--- src/rtl/input_conditioner_pkg.sv ---
// input_conditioner_pkg: shared types and sizing helper for the input conditioner
package input_conditioner_pkg;

   typedef enum logic [1:0] {
      EDGE_RISE = 2'b00,
      EDGE_FALL = 2'b01,
      EDGE_BOTH = 2'b10,
      EDGE_OFF  = 2'b11
   } edge_mode_t;

   typedef enum logic [1:0] {
      RPT_IDLE,
      RPT_DELAY,
      RPT_PERIOD
   } repeat_state_t;

   // Bits needed to count 0..n-1, never less than one.
   function automatic int cnt_width(input int n);
      return (n > 1) ? $clog2(n) : 1;
   endfunction

endpackage

--- src/rtl/input_conditioner_ch.sv ---
// input_conditioner_ch: one channel - synchroniser, debouncer, edge pulse and auto-repeat
module input_conditioner_ch
   import input_conditioner_pkg::*;
#(
   parameter int SYNC_STAGES     = 2,
   parameter int DEBOUNCE_CYCLES = 1000,
   parameter int REPEAT_DELAY    = 500000,
   parameter int REPEAT_PERIOD   = 100000
) (
   input  logic       clk_in,
   input  logic       reset,
   input  logic       async_in,
   input  edge_mode_t mode,
   input  logic       repeat_en,
   output logic       level,
   output logic       pulse,
   output logic       rpt
);

   localparam int CW = cnt_width(DEBOUNCE_CYCLES);
   localparam int HW = cnt_width(REPEAT_DELAY > REPEAT_PERIOD ? REPEAT_DELAY : REPEAT_PERIOD);

   logic [SYNC_STAGES-1:0] sync;
   logic [CW-1:0]          cnt;
   logic [HW-1:0]          hc, hc_next;
   repeat_state_t          state, state_next;
   logic                   s, upd, fire, rpt_next;

   assign s    = sync[SYNC_STAGES-1];
   assign upd  = (s != level) && (cnt == CW'(DEBOUNCE_CYCLES - 1));
   assign fire = upd && (s ? (mode == EDGE_RISE || mode == EDGE_BOTH)
                           : (mode == EDGE_FALL || mode == EDGE_BOTH));

   // Any sample agreeing with the accepted level restarts the debounce run.
   always_ff @(posedge clk_in or posedge reset)
      if (reset) begin
         sync  <= '0;
         cnt   <= '0;
         level <= 1'b0;
         pulse <= 1'b0;
      end else begin
         sync  <= {sync[SYNC_STAGES-2:0], async_in};
         cnt   <= (s == level || upd) ? '0 : cnt + CW'(1);
         level <= upd ? s : level;
         pulse <= fire;
      end

   always_ff @(posedge clk_in or posedge reset)
      if (reset) begin
         state <= RPT_IDLE;
         hc    <= '0;
         rpt   <= 1'b0;
      end else begin
         state <= state_next;
         hc    <= hc_next;
         rpt   <= rpt_next;
      end

   // Only a fresh rising update arms the repeat; losing level or enable disarms it.
   always_comb begin
      state_next = state;
      hc_next    = '0;
      rpt_next   = 1'b0;
      if (state == RPT_IDLE)
         state_next = (upd && s && repeat_en) ? RPT_DELAY : RPT_IDLE;
      else if (!level || !repeat_en)
         state_next = RPT_IDLE;
      else begin
         rpt_next   = hc == ((state == RPT_DELAY) ? HW'(REPEAT_DELAY - 1) : HW'(REPEAT_PERIOD - 1));
         hc_next    = rpt_next ? '0 : hc + HW'(1);
         state_next = rpt_next ? RPT_PERIOD : state;
      end
   end

endmodule

--- src/rtl/input_conditioner.sv ---
// input_conditioner: multi-channel button front end with debounce, edge pulses and auto-repeat
module input_conditioner
   import input_conditioner_pkg::*;
#(
   parameter int NUM_CH          = 4,
   parameter int SYNC_STAGES     = 2,
   parameter int DEBOUNCE_CYCLES = 1000,
   parameter int REPEAT_DELAY    = 500000,
   parameter int REPEAT_PERIOD   = 100000
) (
   input  logic              clk_in,
   input  logic              reset,
   input  logic [NUM_CH-1:0] async_in,
   input  logic [1:0]        edge_mode,
   input  logic [NUM_CH-1:0] repeat_en,
   output logic [NUM_CH-1:0] level_out,
   output logic [NUM_CH-1:0] pulse_out,
   output logic [NUM_CH-1:0] repeat_out
);

   edge_mode_t mode;

   assign mode = edge_mode_t'(edge_mode);

   for (genvar i = 0; i < NUM_CH; i++) begin : g_ch
      input_conditioner_ch #(
         .SYNC_STAGES    (SYNC_STAGES),
         .DEBOUNCE_CYCLES(DEBOUNCE_CYCLES),
         .REPEAT_DELAY   (REPEAT_DELAY),
         .REPEAT_PERIOD  (REPEAT_PERIOD)
      ) u_ch (
         .clk_in   (clk_in),
         .reset    (reset),
         .async_in (async_in[i]),
         .mode     (mode),
         .repeat_en(repeat_en[i]),
         .level    (level_out[i]),
         .pulse    (pulse_out[i]),
         .rpt      (repeat_out[i])
      );
   end

endmodule
--- config.mk ---
export PLATFORM = sky130hd
export DESIGN_NAME = input_conditioner
export DESIGN_NICKNAME = d
export VERILOG_FILES = /design/src/rtl/input_conditioner_pkg.sv /design/src/rtl/input_conditioner_ch.sv /design/src/rtl/input_conditioner.sv
export SDC_FILE = /design/constraint.sdc
export NUM_CORES = 1
export LEC_CHECK = 0
export CORE_MARGIN = 10
export CORE_UTILIZATION = 60
export CTS_BUF_LIST = sky130_fd_sc_hd__clkbuf_16
export DETAILED_ROUTE_END_ITERATION = 8
export PLACE_DENSITY = 0.81
export SLEW_MARGIN = 0
export SYNTH_ARGS = -nofsm -noshare
export SYNTH_HDL_FRONTEND = slang
export SYNTH_SLANG_ARGS = --single-unit
--- constraint.sdc ---
create_clock -name clk_in -period 8.6 [get_ports clk_in]
set_input_delay 0.86 -clock clk_in [delete_from_list [all_inputs] [get_ports clk_in]]
set_output_delay 0.86 -clock clk_in [all_outputs]
set_load 0.05 [all_outputs]
==> results of run 1 <==
==> cells in the mapped netlist, types with 3 or more instances <==
cell type  instances  share of area [%]
a211oi_1          17                1.8
a22oi_1            4               0.42
and2_1             4               0.35
and3_1             3               0.26
and4_1             7               0.85
buf_2              4               0.28
buf_4             12                1.2
clkbuf_1          14               0.73
dfrtp_1          144                 50
ha_1              10                1.7
inv_1             16               0.83
mux2_2             4               0.62
nand2_1           42                2.2
nand2b_1           6               0.52
nand3_1           44                3.1
nand4_1           28                2.4
nor2_1            64                3.3
nor2b_1           10               0.87
nor3_1            77                5.3
nor3b_1            7               0.73
nor4_1            18                1.6
nor4b_1            3               0.36
nor4bb_1           4               0.55
o211ai_1           4               0.42
o21ai_0           10               0.69
o21ai_1            3               0.21
o22ai_1            3               0.26
o31ai_1            8               0.83
or2_2              3               0.26
or3_1             13                1.1
or4_1             15                1.6
xnor2_1           50                6.1
xor2_1            33                4.0
==> cell usage in the layout (no fill, tap or decap), drive strengths merged, types with 3 or more instances in the layout <==
cell type	count
dfrtp	144
nor3	77
nor2	64
xnor2	50
nand3	45
nand2	43
xor2	33
nand4	29
clkdlybuf4s50	23
inv	19
nor4	18
a211oi	18
clkbuf	17
or4	16
or3	13
o21ai	13
nor2b	10
ha	10
o31ai	8
and4	8
nor3b	7
buf	7
nand2b	6
bufinv	5
mux2	4
o211ai	4
nor4bb	4
and2	4
a22oi	4
clkinvlp	4
nor4b	3
and3	3
or2	3
o22ai	3
clkinv	3
or4b	3
==> worst register-to-register path, cell delays in order (launching register included) <==
cell and delay [ns]:
dfrtp_1 0.44, or4_1 0.54, or4_1 0.48, nor3_1 1.07, buf_4 0.34, o22ai_1 0.09
==> area by class of cell <==
type	instances	area share, %
timing repair buffer	30	3.47
tap	147	2.26
inverter	16	0.799
clock inverter	15	2.66
sequential	144	44.2
multi-input combinational	525	41.4
clock buffer	17	5.22
==> flip-flops by register name (all words and copies together), names as in the netlist <==
| signal | cells |
|---|---|
| g_ch.u_ch.sync | 8 |
| g_ch.u_ch.cnt | 40 |
| g_ch.u_ch.level | 4 |
| g_ch.u_ch.rpt | 4 |
| g_ch.u_ch.pulse | 4 |
| g_ch.u_ch.state | 8 |
| g_ch.u_ch.hc | 76 |
==> where the power goes <==
part           leakage (nW)  switching, W  internal, W  total [W]
Combinational         0.800     0.0000252    0.0000118  0.0000370
Sequential             1.98    0.00000492     0.000684   0.000689
Clock                 0.307      0.000287     0.000513   0.000800
==> logic make-up (layout without fill, tap and decap cells) <==
| family | after synthesis | count (layout) | share of synthesized area, % |
|---|---|---|---|
| simple gates | 363 | 363 | 27.4 |
| xor+xnor | 83 | 83 | 10.1 |
| fa+ha+maj | 10 | 10 | 1.73 |
| compound gates | 63 | 63 | 6.64 |
| flops | 144 | 144 | 49.9 |
| mux | 6 | 6 | 0.901 |
| buf+inv | 49 | 78 | 3.38 |
==> per-layer routing <==
layer,vias to the layer above,track usage (%),routed length (um)
met4,0,7.61,234
met5,-,0,0
met1,2766,23.1,6510
met3,23,4.53,659
met2,138,31.2,7480
li1,2647,-,-
==> how the worst max path moves through the flow <==
stage / from / to / slack (ns) / depth (start not counted)
2_1_floorplan: reset / g_ch[0].u_ch.cnt[0]$_DFF_PP0_ / 3.87 / 1
3_3_place_gp: g_ch[2].u_ch.hc[11]$_DFF_PP0_ / g_ch[2].u_ch.state[0]$_DFFE_PP0P_ / 5.80 / 5
3_5_place_dp: g_ch[2].u_ch.hc[11]$_DFF_PP0_ / g_ch[2].u_ch.state[0]$_DFFE_PP0P_ / 5.62 / 5
4_1_cts: g_ch[2].u_ch.hc[11]$_DFF_PP0_ / g_ch[2].u_ch.state[0]$_DFFE_PP0P_ / 5.58 / 5
5_1_grt: g_ch[2].u_ch.hc[11]$_DFF_PP0_ / g_ch[2].u_ch.state[0]$_DFFE_PP0P_ / 5.37 / 5
6_report: g_ch[2].u_ch.hc[11]$_DFF_PP0_ / g_ch[2].u_ch.state[0]$_DFFE_PP0P_ / 5.51 / 5
==> metrics by stage <==
stage / cell area, um^2 / total power (W) / setup slack [ns] / hold WS, ns / util [%]
floorplan: 7220 / 0.000724 / 3.87 / 0.331 / -
global placement: 7510 / 0.000737 / 5.80 / 0.336 / 63.0
detailed placement: 7510 / 0.000739 / 5.62 / 0.342 / 63.0
CTS: 8150 / 0.00154 / 5.58 / 0.355 / 68.4
global route: 8150 / 0.00157 / 5.37 / 0.359 / 68.4
finish: 8150 / 0.00153 / 5.51 / 0.351 / 68.4
==> results.json, run 1 <==
{
  "grt_max_degree": 79,
  "grt_setup_unrepaired": "no",
  "ys_seq_elements": 144,
  "cts_hold_buffers": 0,
  "clock_skew_ns": 0.00586,
  "syn-cell-area_um2": 7220,
  "fin_nets": 756,
  "io_buffers": 23,
  "slew-limit-headroom_pct": 11.1,
  "via_per_inst": 6.23,
  "core_area_um2": 11900,
  "ios": 24,
  "dr.pass1.iters": 6,
  "antenna_left": 0,
  "path_buf_inv": 1,
  "worstPathRequired_ns": 8.90,
  "place_congestion": 0.873,
  "drt-wirelength-per-cell_um": 16.7,
  "finalNonFillerCells": 894,
  "yosys_warnings": 0,
  "clk_latency_ns": 0.43,
  "yosys_most_used_dff": "dfrtp_1",
  "worst_slew_pin_slew_ns": 1.32,
  "cts_setup_buffers": 0,
  "n_fill_cell": 887,
  "cts_sinks": 144,
  "crit_path_end_kind": "flip-flop",
  "vias": 5574,
  "syn_area_per_cell_um2": 10.1,
  "ys_async_sr_fraction_pct": 100,
  "final-seq-area_um2": 3600,
  "synth_seq_area_share_pct": 49.9,
  "synth-edff-count": 0,
  "postCtsResizedCells": 0,
  "initial_core_util_pct": 60.6,
  "die-area_um2": 16800,
  "rrSetupSlack_ns": 5.51,
  "r2r-start": "g_ch[2].u_ch.hc[11]$_DFF_PP0_",
  "worst-path-max-fanout": 11,
  "finalMaxSlewViolations": 0,
  "drt_iter0_markers": 459,
  "finalHoldViolCount": 0,
  "drc": 0,
  "worstSetupPathType": "flip-flop to flip-flop",
  "hold_start": "g_ch[1].u_ch.sync[0]$_DFF_PP0_",
  "syn_nets": 740,
  "slowest_stage": "nor3_1",
  "die_y_um": 130,
  "post-dp-hpwl_um": 9600,
  "vdd_drop_max_mv": 0.137,
  "slowest_delay_ns": 1.07,
  "grt_pass1_vias": 5494,
  "antenna_found_initial": 0,
  "row_count": 40,
  "htree_levels": 4,
  "powerDensity_nw_per_um2": 187,
  "dp.cells": 862,
  "ff2ff_path_depth": 5,
  "crit_family": "simple AND/OR/NAND/NOR gates",
  "hold_path_depth": 0,
  "setup_viol": 0,
  "setup_total_negative_slack_ns": 0,
  "grt_overflow": 0,
  "antenna_cells": 0,
  "cts_buffers": 17,
  "reg2reg_to": "g_ch[2].u_ch.state[0]$_DFFE_PP0P_",
  "wirelength_um": 14900,
  "clockRootBuffer": "clkbuf_16",
  "clk_pin_slew_ns": 0.06,
  "tritoncts": "yes",
  "area_growth_pct": 12.9,
  "drive_above_1_share_pct": 8.17,
  "multiInputGateArea_um2": 3370,
  "die_w_um": 130,
  "power.leakage_nw": 3.09,
  "fmax_mhz": 324,
  "cp.arrival_ns": 3.39,
  "hp-class": "flip-flop to flip-flop",
  "startpoint_type": "flip-flop",
  "whs_endpoint": "g_ch[1].u_ch.sync[1]$_DFF_PP0_",
  "maxCapViolations": 0,
  "status": "complete, no violations",
  "min_period_over_period_pct": 35.9,
  "clock_path_buffers": 2,
  "track_usage_pct": 18.8,
  "synth_cell_types": 56,
  "syn_inst": 718,
  "grt_pass1_wl_um": 25800,
  "critPathMostFrequentCell": "or4_1",
  "period_minus_slack_ns": 3.09,
  "path_cells": "or4_1 -> or4_1 -> nor3_1 -> buf_4 -> o22ai_1"
}
Power figures use the tool's default switching activity.
==> inputs of run 2 (changes only) <==
==> constraint.sdc (replaced) <==
create_clock -name clk_in -period 2.85 [get_ports clk_in]
set_input_delay 0.285 -clock clk_in [delete_from_list [all_inputs] [get_ports clk_in]]
set_output_delay 0.285 -clock clk_in [all_outputs]
set_load 0.05 [all_outputs]
==> results.json, run 2 (synthesized netlist as in run 1, its figures left out) <==
{
  "finalNonFillerCells": 896,
  "grt_max_degree": 145,
  "postLayoutCellArea_um2": 8130,
  "dpl-instance-area_um2": 7540,
  "multiInputGateArea_um2": 3380,
  "setup_viol": 0,
  "die-area_um2": 16800,
  "status": "complete, no violations",
  "top_register": "g_ch.u_ch.hc",
  "drt-wirelength-per-cell_um": 16.1,
  "track_usage_pct": 18.2,
  "clock_path_buffers": 2,
  "finalMaxSlewViolations": 0,
  "fmax_mhz": 435,
  "critPathMostFrequentCell": "or4_1",
  "vdd_drop_max_mv": 0.487,
  "io_buffers": 23,
  "cts_sinks": 144,
  "ios": 24,
  "worst_setup_path_startpoint": "g_ch[2].u_ch.hc[11]$_DFF_PP0_",
  "finalHoldViolCount": 0,
  "area_growth_pct": 12.7,
  "htree_levels": 4,
  "core_area_um2": 11900,
  "grt_overflow": 0,
  "post-dp-hpwl_um": 9610,
  "worst_slew_pin_slew_ns": 0.827,
  "die_w_um": 130,
  "wirelength_um": 14400,
  "drt_iter0_markers": 557,
  "tritoncts": "yes",
  "grt_pass1_vias": 5346,
  "maxCapViolations": 0,
  "path_buf_inv": 1,
  "r2r-start": "g_ch[2].u_ch.hc[11]$_DFF_PP0_",
  "die_y_um": 130,
  "antenna_found_initial": 0,
  "final-seq-area_um2": 3600,
  "antenna_left": 0,
  "place_congestion": 0.847,
  "worst-path-max-fanout": 15,
  "via_per_inst": 6.11,
  "largest_reg_flops": 76,
  "slowest_stage": "or4_1",
  "vias": 5473,
  "grt_pass1_wl_um": 24800,
  "powerDensity_nw_per_um2": 543,
  "cts_buffers": 17,
  "final_common_cell": "dfrtp_1",
  "worstPathRequired_ns": 3.15,
  "hold_start": "async_in[3]",
  "dp.cells": 864,
  "path_cells": "or4_1 -> or4_1 -> nor3_2 -> buf_4 -> o22ai_1",
  "dr.pass1.iters": 4,
  "crit_path_end_kind": "flip-flop",
  "drc": 0,
  "cp.arrival_ns": 2.60,
  "worstSetupPathType": "flip-flop to flip-flop",
  "crit_family": "simple AND/OR/NAND/NOR gates",
  "slowest_delay_ns": 0.50,
  "fin_nets": 758,
  "n_fill_cell": 876,
  "cts_hold_buffers": 0,
  "startpoint_type": "flip-flop",
  "initial_core_util_pct": 60.6,
  "clockRootBuffer": "clkbuf_16",
  "clk_pin_slew_ns": 0.06,
  "antenna_cells": 0,
  "setup_total_negative_slack_ns": 0,
  "cts_setup_buffers": 0,
  "largestRegisters": "g_ch.u_ch.hc (76), g_ch.u_ch.cnt (40)",
  "min_period_over_period_pct": 80.7,
  "hold_ws_ns": 0.304,
  "power.leakage_nw": 3.08,
  "slew-limit-headroom_pct": 44.9,
  "clk_latency_ns": 0.42,
  "row_count": 40,
  "clock_skew_ns": 0.00538,
  "total_power_w": 0.00442,
  "postCtsResizedCells": 0,
  "layout_common_cells": "dfrtp_1 (144), nor3_1 (76), nor2_1 (64), xnor2_1 (50), nand3_1 (44)",
  "grt_setup_unrepaired": "no",
  "drive_above_1_share_pct": 8.54,
  "hp-class": "input port to flip-flop",
  "period_minus_slack_ns": 2.30
}
run 2: cell count changes in the layout (fill, tap and decap cells not counted):
| cell | delta |
|---|---|
| inv_6 | -2 |
| bufinv_16 | -2 |
| clkinv_2 | +1 |
| clkinv_4 | +2 |
| nor3_1 | -1 |
| buf_12 | +1 |
| buf_4 | +1 |
| nor3_2 | +1 |
| clkinvlp_4 | +1 |
run 2: final cells by class:
cell class / instances / share of cell area, %
clock buffers: 17 / 5.23
clock inverters: 15 / 2.09
inverters: 16 / 0.785
multi-input cells: 525 / 41.5
flip-flops and latches: 144 / 44.3
well taps: 147 / 2.26
repair buffers: 32 / 3.82
run 2: layer usage:
| metal | global-route usage [%] | part of all wire [%] | vias up |
|---|---|---|---|
| li1 | - | - | 2633 |
| met1 | 21.6 | 43 | 2696 |
| met2 | 30.7 | 52 | 120 |
| met3 | 5.68 | 4.1 | 24 |
| met4 | 6.15 | 1.8 | 0 |
| met5 | 0 | 0 | - |
run 2: path summary, 6_finish.rpt:
check / cells after the start / end / slack [ns]
setup / recovery: 5 / g_ch[2].u_ch.state[0]$_DFFE_PP0P_ / 0.55
hold / removal: 1 / g_ch[3].u_ch.sync[0]$_DFF_PP0_ / 0.30
setup reg to reg: 5 / g_ch[2].u_ch.state[0]$_DFFE_PP0P_ / 0.55
hold reg to reg: 0 / g_ch[1].u_ch.sync[1]$_DFF_PP0_ / 0.35
max in group asynchronous: 3 / g_ch[3].u_ch.hc[2]$_DFF_PP0_ / 1.84
min in group asynchronous: 3 / g_ch[2].u_ch.hc[4]$_DFF_PP0_ / 0.42
run 2: power breakdown:
part | internal, W | switching [W] | leakage [nW] | total, W
registers | 0.00206 | 0.0000148 | 1.98 | 0.00208
logic | 0.0000378 | 0.0000769 | 0.811 | 0.000115
clock network | 0.00137 | 0.000854 | 0.286 | 0.00222
total | 0.00347 | 0.000946 | 3.08 | 0.00442
run 2: through the flow:
step,util (%),setup WS [ns]
final,68.3,0.550
after global routing,68.3,0.387
after CTS,68.3,0.559
after detailed placement,63.3,0.569
after global placement,63.3,0.639
after floorplan,-,0.760
==> inputs of run 3 (changes only) <==
==> constraint.sdc (replaced) <==
create_clock -name clk_in -period 2.3 [get_ports clk_in]
set_input_delay 0.23 -clock clk_in [delete_from_list [all_inputs] [get_ports clk_in]]
set_output_delay 0.23 -clock clk_in [all_outputs]
set_load 0.05 [all_outputs]
==> results.json, run 3 (synthesized netlist as in run 1, its figures left out) <==
{
  "powerDensity_nw_per_um2": 695,
  "clk_latency_ns": 0.41,
  "grt_overflow": 0,
  "r2r-start": "g_ch[1].u_ch.hc[7]$_DFF_PP0_",
  "die_w_um": 130,
  "maxCapViolations": 0,
  "worstPathRequired_ns": 2.62,
  "finalHoldViolCount": 0,
  "place_ws_ns": 0.264,
  "finalNonFillerCells": 904,
  "slew-limit-headroom_pct": 42.5,
  "htree_levels": 4,
  "cts_hold_buffers": 0,
  "postCtsResizedCells": 0,
  "crit_path_end_kind": "flip-flop",
  "slowest_stage": "or4_1",
  "cts_sinks": 144,
  "path_cells": "nand4_1 -> or4_1 -> or3_1 -> a211oi_1",
  "path_buf_inv": 0,
  "largest_reg_flops": 76,
  "largestRegisters": "g_ch.u_ch.hc (76), g_ch.u_ch.cnt (40)",
  "antenna_found_initial": 0,
  "fin_util_pct": 69.3,
  "cp.arrival_ns": 2.39,
  "crit_family": "simple AND/OR/NAND/NOR gates",
  "drt_iter0_markers": 478,
  "cts_setup_buffers": 0,
  "power.leakage_nw": 3.16,
  "period_minus_slack_ns": 2.07,
  "dr_wl_met3_um": 590,
  "worstSetupPathType": "flip-flop to flip-flop",
  "die_y_um": 130,
  "slowest_delay_ns": 0.66,
  "vdd_drop_max_mv": 0.500,
  "finalMaxSlewViolations": 0,
  "clockRootBuffer": "clkbuf_16",
  "via_per_inst": 6.12,
  "multiInputGateArea_um2": 3380,
  "clock_skew_ns": 0.00508,
  "row_count": 40,
  "cts_buffers": 17,
  "tritoncts": "yes",
  "die-area_um2": 16800,
  "vias": 5529,
  "drc": 0,
  "dr.pass1.iters": 5,
  "grt_setup_unrepaired": "no",
  "place_congestion": 0.888,
  "worst_slew_pin_slew_ns": 0.859,
  "wl_met2_um": 7600,
  "worst-path-max-fanout": 8,
  "top_register": "g_ch.u_ch.hc",
  "min_period_over_period_pct": 90.2,
  "wirelength_um": 14700,
  "hp-class": "input port to flip-flop",
  "clk_pin_slew_ns": 0.06,
  "ios": 24,
  "setup_viol": 0,
  "hold_start": "async_in[0]",
  "fmax_mhz": 482,
  "drt-wirelength-per-cell_um": 16.3,
  "final-seq-area_um2": 3600,
  "clock_path_buffers": 2,
  "worst_setup_path_startpoint": "g_ch[1].u_ch.hc[7]$_DFF_PP0_",
  "antenna_left": 0,
  "setup_ws_ns": 0.226,
  "startpoint_type": "flip-flop",
  "antenna_cells": 0,
  "post-dp-hpwl_um": 9670,
  "grt_max_degree": 73,
  "io_buffers": 23,
  "routed.top_layer": "met4",
  "track_usage_pct": 18.6,
  "dp.cells": 872,
  "area_growth_pct": 14.4,
  "setup_total_negative_slack_ns": 0,
  "n_fill_cell": 871,
  "drive_above_1_share_pct": 8.85,
  "grt_pass1_vias": 5542,
  "grt_pass1_wl_um": 25500,
  "core_area_um2": 11900,
  "status": "complete, no violations",
  "layout_common_cells": "dfrtp_1 (144), nor3_1 (76), nor2_1 (64), xnor2_1 (50), nand3_1 (44)",
  "drt-met1-wl_um": 6320,
  "initial_core_util_pct": 60.6,
  "final_common_cell": "dfrtp_1",
  "fin_nets": 766
}
## run 3: worst register-to-register path, stage by stage, from the launching register on
cell	delay, ns
dfrtp_1	0.46
nand4_1	0.25
or4_1	0.66
or3_1	0.34
a211oi_1	0.26
## run 3: final timing paths
kind	slack, ns	cells after the start	to
max	0.23	4	g_ch[1].u_ch.hc[15]$_DFF_PP0_
min	0.26	1	g_ch[0].u_ch.sync[0]$_DFF_PP0_
max reg2reg	0.23	4	g_ch[1].u_ch.hc[15]$_DFF_PP0_
min reg2reg	0.35	0	g_ch[3].u_ch.sync[1]$_DFF_PP0_
max in group asynchronous	1.68	3	g_ch[0].u_ch.state[1]$_DFFE_PP0P_
min in group asynchronous	0.31	3	g_ch[2].u_ch.hc[9]$_DFF_PP0_
## run 3: per-layer routing
metal	track usage, %	up-vias
met5	0	-
met4	7.14	0
met3	4.66	17
met2	31.9	124
met1	22.0	2732
li1	-	2656
## run 3: final cells by class
class / count / area share, %
clock buffers: 17 / 5.15
clock inverters: 15 / 2.71
inverters: 16 / 0.773
multi-input cells: 525 / 40.9
flip-flops and latches: 144 / 43.6
well taps: 147 / 2.23
repair buffers: 40 / 4.64
## run 3: power breakdown
part	switching, W	internal, W	leakage, nW
registers	0.0000182	0.00256	1.98
clock network	0.00101	0.00201	0.319
logic	0.0000957	0.0000501	0.858
## run 3: stage by stage
step / hold WS, ns / power, W / instance area [um^2]
after floorplan: 0.261 / 0.00271 / 7220
after global placement: 0.333 / 0.00276 / 7610
after detailed placement: 0.340 / 0.00277 / 7610
after CTS: 0.246 / 0.00579 / 8260
after global routing: 0.255 / 0.00592 / 8260
final: 0.258 / 0.00574 / 8260
